--- src/rtl/float_to_fixed_if.sv ---
// Handshake bundle between a float_to_fixed converter and its producer/consumer.
// Valid/ready: a word moves on a rising edge where valid and ready are both high;
// the sender holds data stable while valid is high and ready is low.
interface float_to_fixed_if #(
  parameter int OUT_W = 16
);
  logic             in_valid;
  logic             in_ready;
  logic [9:0]       in_data;
  logic             in_overflow;
  logic             out_valid;
  logic             out_ready;
  logic [OUT_W-1:0] out_data;
  logic             out_sat;

  modport master (
    output in_valid, in_data, in_overflow, out_ready,
    input  in_ready, out_valid, out_data, out_sat
  );

  modport slave (
    input  in_valid, in_data, in_overflow, out_ready,
    output in_ready, out_valid, out_data, out_sat
  );
endinterface

--- src/rtl/float_to_fixed.sv ---
// Converts a packed {E[3:0], S[5:0]} float into an unsigned fixed-point integer,
// shifting one bit per cycle and rounding half-up on the last bit shifted out.
module float_to_fixed #(
  parameter int BIAS      = 7,
  parameter int FRAC_BITS = 4,
  parameter int OUT_W     = 16
) (
  input  logic               clk,
  input  logic               reset,
  float_to_fixed_if.slave    bus,
  output logic [1:0]         state_dbg
);

  typedef enum logic [1:0] {
    IDLE  = 2'd0,
    SHIFT = 2'd1,
    ROUND = 2'd2,
    DONE  = 2'd3
  } state_t;

  localparam int CNT_W = 5;
  // Signed shift offset: s = E - BIAS - 5 + FRAC_BITS, the 5 being the significand's binary point.
  localparam logic signed [7:0] S_OFF = 8'(FRAC_BITS - BIAS - 5);

  state_t           state, state_n;
  logic [OUT_W-1:0] acc, acc_n, acc_inc;
  logic [OUT_W-1:0] data_q, data_n;
  logic [CNT_W-1:0] cnt, cnt_n;
  logic             left, left_n;
  logic             rbit, rbit_n;
  logic             sat, sat_n;
  logic             osat_q, osat_n;
  logic [3:0]       in_e;
  logic [5:0]       in_s;
  logic signed [7:0] shamt;

  assign in_e    = bus.in_data[9:6];
  assign in_s    = bus.in_data[5:0];
  assign shamt   = $signed({4'b0000, in_e}) + S_OFF;
  assign acc_inc = acc + OUT_W'(1);

  assign bus.in_ready  = (state == IDLE);
  assign bus.out_valid = (state == DONE);
  assign bus.out_data  = data_q;
  assign bus.out_sat   = osat_q;
  assign state_dbg     = state;

  always_ff @(posedge clk or negedge reset) begin
    if (!reset) begin
      state  <= IDLE;
      acc    <= '0;
      cnt    <= '0;
      left   <= 1'b0;
      rbit   <= 1'b0;
      sat    <= 1'b0;
      data_q <= '0;
      osat_q <= 1'b0;
    end else begin
      state  <= state_n;
      acc    <= acc_n;
      cnt    <= cnt_n;
      left   <= left_n;
      rbit   <= rbit_n;
      sat    <= sat_n;
      data_q <= data_n;
      osat_q <= osat_n;
    end
  end

  always_comb begin
    state_n = state;
    acc_n   = acc;
    cnt_n   = cnt;
    left_n  = left;
    rbit_n  = rbit;
    sat_n   = sat;
    data_n  = data_q;
    osat_n  = osat_q;
    case (state)
      IDLE: begin
        if (bus.in_valid) begin
          if (bus.in_overflow) begin
            data_n  = '1;
            osat_n  = 1'b1;
            state_n = DONE;
          end else if (in_s == 6'd0) begin
            data_n  = '0;
            osat_n  = 1'b0;
            state_n = DONE;
          end else begin
            acc_n   = OUT_W'(in_s);
            cnt_n   = shamt[7] ? CNT_W'(-shamt) : CNT_W'(shamt);
            left_n  = ~shamt[7];
            rbit_n  = 1'b0;
            sat_n   = 1'b0;
            state_n = SHIFT;
          end
        end
      end
      SHIFT: begin
        if (cnt == '0) begin
          state_n = ROUND;
        end else begin
          cnt_n = cnt - CNT_W'(1);
          if (left) begin
            // A one leaving the top bit means the value no longer fits.
            if (acc[OUT_W-1]) sat_n = 1'b1;
            acc_n = {acc[OUT_W-2:0], 1'b0};
          end else begin
            rbit_n = acc[0];
            acc_n  = {1'b0, acc[OUT_W-1:1]};
          end
        end
      end
      ROUND: begin
        if (sat || (rbit && (acc_inc == '0))) begin
          data_n = '1;
          osat_n = 1'b1;
        end else if (rbit) begin
          data_n = acc_inc;
          osat_n = 1'b0;
        end else begin
          data_n = acc;
          osat_n = 1'b0;
        end
        state_n = DONE;
      end
      DONE: begin
        if (bus.out_ready) state_n = IDLE;
      end
      default: state_n = IDLE;
    endcase
  end

endmodule
--- src/flat_wrapper.sv ---
// flat-port wrapper written by rule: the top's interface ports become plain ports
module float_to_fixed_flat 
#(
  parameter int BIAS      = 7,
  parameter int FRAC_BITS = 4,
  parameter int OUT_W     = 16
)
  (clk, reset, state_dbg, bus_in_valid, bus_in_data, bus_in_overflow, bus_out_ready, bus_in_ready, bus_out_valid, bus_out_data, bus_out_sat);
  float_to_fixed_if #(.OUT_W(OUT_W)) bus_i ();
  input  logic clk;
  input  logic reset;
  output logic [1:0] state_dbg;
  input wire logic [$bits(bus_i.in_valid)-1:0] bus_in_valid;
  input wire logic [$bits(bus_i.in_data)-1:0] bus_in_data;
  input wire logic [$bits(bus_i.in_overflow)-1:0] bus_in_overflow;
  input wire logic [$bits(bus_i.out_ready)-1:0] bus_out_ready;
  output wire logic [$bits(bus_i.in_ready)-1:0] bus_in_ready;
  output wire logic [$bits(bus_i.out_valid)-1:0] bus_out_valid;
  output wire logic [$bits(bus_i.out_data)-1:0] bus_out_data;
  output wire logic [$bits(bus_i.out_sat)-1:0] bus_out_sat;
  assign bus_i.in_valid = bus_in_valid;
  assign bus_i.in_data = bus_in_data;
  assign bus_i.in_overflow = bus_in_overflow;
  assign bus_i.out_ready = bus_out_ready;
  assign bus_in_ready = bus_i.in_ready;
  assign bus_out_valid = bus_i.out_valid;
  assign bus_out_data = bus_i.out_data;
  assign bus_out_sat = bus_i.out_sat;
  float_to_fixed #(.BIAS(BIAS), .FRAC_BITS(FRAC_BITS), .OUT_W(OUT_W)) u_core (.clk(clk), .reset(reset), .bus(bus_i), .state_dbg(state_dbg));
endmodule
--- config.mk ---
export PLATFORM = sky130hd
export DESIGN_NAME = float_to_fixed_flat
export DESIGN_NICKNAME = d
export VERILOG_FILES = /design/src/rtl/float_to_fixed_if.sv /design/src/rtl/float_to_fixed.sv /design/src/flat_wrapper.sv
export SDC_FILE = /design/constraint.sdc
export NUM_CORES = 1
export LEC_CHECK = 0
export ABC_CLOCK_PERIOD_IN_PS = 2400
export CORE_ASPECT_RATIO = 1.2
export CORE_UTILIZATION = 50
export DETAILED_ROUTE_END_ITERATION = 12
export GPL_TIMING_DRIVEN = 0
export HOLD_SLACK_MARGIN = 0.12
export PLACE_DENSITY = 0.78
export SYNTH_ARGS = -nofsm -noshare
export SYNTH_HDL_FRONTEND = slang
export SYNTH_SLANG_ARGS = --single-unit
export TNS_END_PERCENT = 20
--- constraint.sdc ---
create_clock -name clk -period 2.4 [get_ports clk]
set_input_delay 0.36 -clock clk [delete_from_list [all_inputs] [get_ports clk]]
set_output_delay 0.36 -clock clk [all_outputs]
set_load 0.02 [all_outputs]
# --- After elaboration in Yosys (flattened, before gate mapping) ---
# Cells that the tools add are included.
word_totals:
  ff_bits: 43
  inputBits: 15
  out_inout_bits: 21
  word_cells: 81
op_classes:
  add_sub_neg: 4
  n_eq_ne: 13
  muxes: 39
  n_bitwise: 3
  n_reduce_logical: 14
ops:
  columns: ["cell", "n"]
  rows:
  - ["two-way mux 16 bit", 10]
  - ["case mux 16 bit (2 select lines)", 2]
  - ["two-way mux 5 bit", 5]
  - ["adder 16 x 1 -> 16 bit (second input constant)", 1]
  - ["logical NOT 16 bit", 1]
  - ["two-way mux 1 bit", 12]
  - ["inequality test 2 bit (second input constant)", 6]
  - ["two-way mux 2 bit", 5]
  - ["case mux 5 bit (2 select lines)", 1]
  - ["case mux 2 bit (4 select lines)", 1]
  - ["AND reduction 7 bit", 1]
  - ["adder 5 x 4 -> 6 bit (second input constant)", 1]
  - ["logical NOT 6 bit", 1]
  - ["inequality test 2 x 1 -> 1 bit (second input constant)", 3]
  - ["case mux 1 bit (2 select lines)", 3]
  - ["AND reduction 3 bit", 2]
  - ["AND reduction 6 bit", 1]
  - ["logical NOT 5 bit", 1]
  - ["negation 5 bit", 1]
  - ["AND reduction 5 bit", 1]
  - ["subtractor 5 x 1 -> 5 bit (second input constant)", 1]
  - ["equality test 2 bit (second input constant)", 2]
  - ["AND reduction 4 bit", 1]
  - ["nonzero test 2 bit", 2]
  - ["6 further kinds", 8]

# --- Longest topological paths before layout ---
# Gate-level depths: netlist of run 1.
logic_depth:
  depth_word: 7
  depth_mapped: 10
  depth_no_buf: 8

# --- Worst setup path after synthesis of run 1 ---
# OpenSTA, ideal clock, no wires.
synth_timing:
  kind: "register to register"
  startpoint: "reg u_core.state[0] (netlist: u_core.state_dbg[0])"
  endpoint: "reg u_core.cnt[4]"
  setup_time_ns: 0.124
  arrival_ns: 2.124
  required_ns: 2.276
  setup_slack_ns: 0.152
  path_stages_with_launch: 10
  n_path_buf: 1
  period_less_slack_ns: 2.248
  cell_sequence: "dfrtp_1 -> inv_1 -> ha_1 -> buf_2 -> nand2_1 -> a211oi_2 -> o21ai_2 -> nor4b_1 -> xnor2_1 -> nor2_1"
synth_between:
  elab_chain_len: 3
  word_cells_on_any_way: 9
  cone_classes: "eq/ne (5); mux (1); reduce/logical (3)"
synth_rtl:
  columns: ["item", "line_no", "rtl"]
  rows:
  - ["start: declaration", "float_to_fixed.sv:25", "state_t state, state_n;"]
  - ["start signal: assignment", "float_to_fixed.sv:59", "state <= state_n;"]
  - ["logical NOT 2 bit *", null, null]
  - ["net bus_in_ready", "flat_wrapper.sv:17", "output wire logic [$bits(bus_i.in_ready)-1:0] bus_in_ready;"]
  - ["inequality test 2 bit (no source line) / nonzero test 2 bit (equally long branches)", null, null]
  - ["AND reduction 5 bit (no source line)", null, null]
  - ["end signal: assignment", "float_to_fixed.sv:61", "cnt <= cnt_n;"]
  - ["end: declaration", "float_to_fixed.sv:28", "logic [CNT_W-1:0] cnt, cnt_n;"]
# The timed path passes the listed nets; every way through them passes the cells marked *.
# A chain may end at the register's enable or synchronous reset.

# --- Worst setup path after layout of run 1 ---
layout_timing:
  startpoint: "reg u_core.acc[0]"
  endpoint: "reg u_core.data_q[9] (netlist: u_core.bus.out_data[9])"
layout_between:
  elab_chain_len: 6
  word_cells_on_any_way: 7
  cone_classes: "add/sub (1); mux (3); reduce/logical (3)"
layout_rtl:
  columns: ["item", "line_no", "rtl"]
  rows:
  - ["start: declaration", "float_to_fixed.sv:26", "logic [OUT_W-1:0] acc, acc_n, acc_inc;"]
  - ["start signal: assignment", "float_to_fixed.sv:60", "acc <= acc_n;"]
  - ["adder 16 x 1 -> 16 bit *", "float_to_fixed.sv:40", "assign acc_inc = acc + OUT_W'(1);"]
  - ["logical NOT 16 bit", "float_to_fixed.sv:116", "if (sat || (rbit && (acc_inc == '0))) begin"]
  - ["logical AND 1 bit", "float_to_fixed.sv:116", null]
  - ["logical OR 1 bit", "float_to_fixed.sv:116", null]
  - ["two-way mux 16 bit *", "float_to_fixed.sv:116", null]
  - ["case mux 16 bit (2 select lines) *", "float_to_fixed.sv:79", "case (state)"]
  - ["end signal: assignment", "float_to_fixed.sv:65", "data_q <= data_n;"]
  - ["end: declaration", "float_to_fixed.sv:27", "logic [OUT_W-1:0] data_q, data_n;"]
# Mark *: on every way between the ends. The rest lies on a longest branch, timed or not.

==> results of run 1 <==
[cells in the mapped netlist, types with 2 or more instances]
library cell / count / area, um2
xor2_1: 10 / 87.6
nand2_1: 50 / 188
nor3b_1: 2 / 15.0
nor3_1: 8 / 40.0
buf_2: 10 / 50.1
nand4_1: 7 / 43.8
o311ai_0: 2 / 17.5
or3_1: 2 / 12.5
nor2b_1: 4 / 25.0
nand2b_1: 3 / 18.8
o21ai_1: 3 / 15.0
o21ai_0: 40 / 200
a21oi_1: 10 / 50.1
nor2_1: 19 / 71.3
inv_1: 10 / 37.5
nand3_1: 14 / 70.1
a31oi_2: 5 / 62.6
o211ai_1: 3 / 22.5
xnor2_1: 6 / 52.6
ha_1: 9 / 113
a31oi_1: 5 / 31.3
buf_6: 2 / 22.5
a211oi_2: 2 / 25.0
clkbuf_1: 13 / 48.8
and4_4: 2 / 22.5
dfrtp_1: 43 / 1080
and3_1: 5 / 31.3
buf_4: 4 / 30.0
mux2i_1: 8 / 80.1
mux2_2: 10 / 113
a41oi_1: 2 / 17.5
[registers in the layout (all words and copies together), names as in the netlist]
register             flops
u_core.bus.out_data     16
u_core.left              1
u_core.bus.out_sat       1
u_core.rbit              1
u_core.acc              16
u_core.sat               1
u_core.cnt               5
u_core.state_dbg         2
[area by class of cell]
type / count / area (um2)
clock buffer: 6 / 82.6
inverter: 10 / 37.5
timing repair buffer: 40 / 405
buffer: 31 / 164
tap: 80 / 100
clock inverter: 2 / 35.0
sequential: 43 / 1080
fill: 515 / 2080
multi-input combinational: 261 / 1760
[logic make-up (layout without fill, tap and decap cells)]
| kind of cell | after synthesis | after routing | synth area share [%] |
|---|---|---|---|
| mux | 18 | 18 | 6.40 |
| fa+ha+maj | 9 | 9 | 3.74 |
| xor+xnor | 16 | 16 | 4.65 |
| buf+inv | 41 | 89 | 6.56 |
| simple gates | 129 | 129 | 22.3 |
| compound gates | 89 | 89 | 20.6 |
| flops | 43 | 43 | 35.7 |
[metrics by stage]
step           setup WS (ns)  hold slack (ns)
6_report               0.117            0.495
5_1_grt              -0.0113            0.517
4_1_cts              0.00820            0.499
3_5_place_dp          -0.287            0.380
3_3_place_gp          -0.243            0.470
2_1_floorplan          0.152           0.0644
[layout by cell type, fill, tap and decap left out, drive strengths merged, types with 10 or more instances in the layout]
cell	netlist	layout
xor2	10	10
o21ai	44	44
nor2	19	19
a31oi	11	11
clkdlybuf4s50	0	34
dfrtp	43	43
buf	17	22
inv	10	10
nand3	14	14
a21oi	10	10
clkbuf	14	20
mux2	10	10
nand2	51	51
[worst paths after layout]
check	from	to	slack [ns]
hold reg to reg	u_core.bus.out_sat	u_core.bus.out_sat	0.49
min in group asynchronous	reset	u_core.acc[9]	0.57
setup reg to reg	u_core.acc[0]	u_core.bus.out_data[9]	0.12
setup / recovery	u_core.acc[0]	u_core.bus.out_data[9]	0.12
max in group asynchronous	reset	u_core.acc[0]	1.32
hold / removal	u_core.bus.out_sat	u_core.bus.out_sat	0.49
[report_power, final]
group          total (mW)  switching (mW)  internal [mW]
logic                2.46            1.47          0.995
registers            1.19           0.189           1.00
clock network       0.601           0.264          0.337
[worst reg2reg max path, stage by stage, from the launching register on]
cell and delay [ns]:
dfrtp_2 0.44, ha_1 0.20, buf_4 0.16, and4_4 0.21, nand3_1 0.12, mux2i_1 0.30
a211oi_2 0.12, a41oi_2 0.28, buf_6 0.22, a31oi_2 0.10
[timing repair]
| action | in CTS | in global routing |
|---|---|---|
| hold endpoints to repair | 22 | 0 |
| endpoints found under the setup margin | 8 | 37 |
| pin swaps | 0 | 1 |
| buffers inserted | 0 | 3 |
| hold buffers | 1 | 0 |
| resized for setup | 2 | 10 |
[metal layers]
layer  part of all wire [%]  track usage, %
met5                      0               0
met4                    2.7            8.91
met3                    3.5            4.05
met2                     50            44.3
met1                     44            29.2
==> flow_summary.toml, run 1 <==
[critical_path]
crit_buf_inv = 2
slowest_delay_ns = 0.44
cp_data_arrival_time_ns = 2.45
critPathLaunchType = "register"
cp_max_fo = 10
endpoint_kind = "register"
path_cells = "ha_1 > buf_4 > and4_4 > nand3_1 > mux2i_1 > a211oi_2 > a41oi_2 > buf_6 > a31oi_2"
r2r_cells = 9
crit_type = "reg2reg"
path_delay_family = "compound AO/OA/AOI/OAI gates"
slowest_stage = "dfrtp_2"
worstPathRequired_ns = 2.57
worstSetupPathDepth = 9

[power_and_ir_drop]
power_density_nw_per_um2 = 1160
power_leakage_nw = 1.48
vdd_drop_max_mv = 0.538
total_power_mw = 4.25

[yosys]
ys.flop_type = "dfrtp_1"
yosysWarnings = 0
synth_edf_count = 0
synth_seq_cells = 43
synth_seq_area_share_pct = 35.7
netlist_instances = 345
synth-async-reset-ratio_pct = 100
synth.net_count = 369
syn_area_um2 = 3010
netlist-cell-type-count = 63
avgSynthCellArea_um2 = 8.73

[die]
dieWidth_um = 72.9
die_h_um = 87.0
ios = 36
start_util_pct = 52.5
core_um2 = 5740
die_area_um2 = 6340
row_count = 30

[min_path]
hold_path_class = "reg2reg"
hold_depth = 2

[clock_tree]
insertion_delay_ns = 0.30
cts_root_buffer = "clkbuf_8"
cts.htree.levels = 2
cts_tree = "built"
clock_sinks = 43
clock_path_buffers = 2
clk_pin_slew_ns = 0.09
cts_made_buffers = 5

[timing]
max_freq_mhz = 438
setup_violations = 0
slew_viol_final = 0
finalSetupTns_ns = 0
finalClockSkew_ns = 0.00927
min_period_over_period_pct = 95.1
hold_viol_final = 0
tightest_slew_ns = 0.585
rsz0062_at_grt = "yes"
relSlewSlack_pct = 60.5
period_minus_slack_ns = 2.28

[routing]
drt-total-wl_um = 7210
ant_nets = 0
wire_per_inst_um = 15.2
drc_errors = 0
vias = 2725
drt_iter0_drc = 158
via_per_inst = 5.76
dr.pass1.iters = 4

[finish]
syn2layout_area_growth_pct = 21.6
final_cells = 473
fin_nets = 416
utilization_pct = 63.8
fin_area_um2 = 3660
drive_gt1_share_pct = 16.5
diodes = 0

[grt]
grt_overflow = 0
antenna_found_initial = 0
grt.total_usage_pct = 24.6
grt_pass1_wl_um = 12100
grt_pass1_vias = 2573
grt_max_degree = 24

[placement]
port_buffers = 35
placed_area_um2 = 3490
dp_hpwl_um = 5290
placed_cells = 461
place_congestion = 0.937

[run]
drv_cap = 0

[run_status]
status = "finished, final reports clean"
Power figures use the tool's default switching activity.
==> run 2, diff against run 1 <==
- CAP_MARGIN: default -> 20
==> results of run 2 <==
Same layout as run 1: the final DEF is identical, and so are final timing and power.
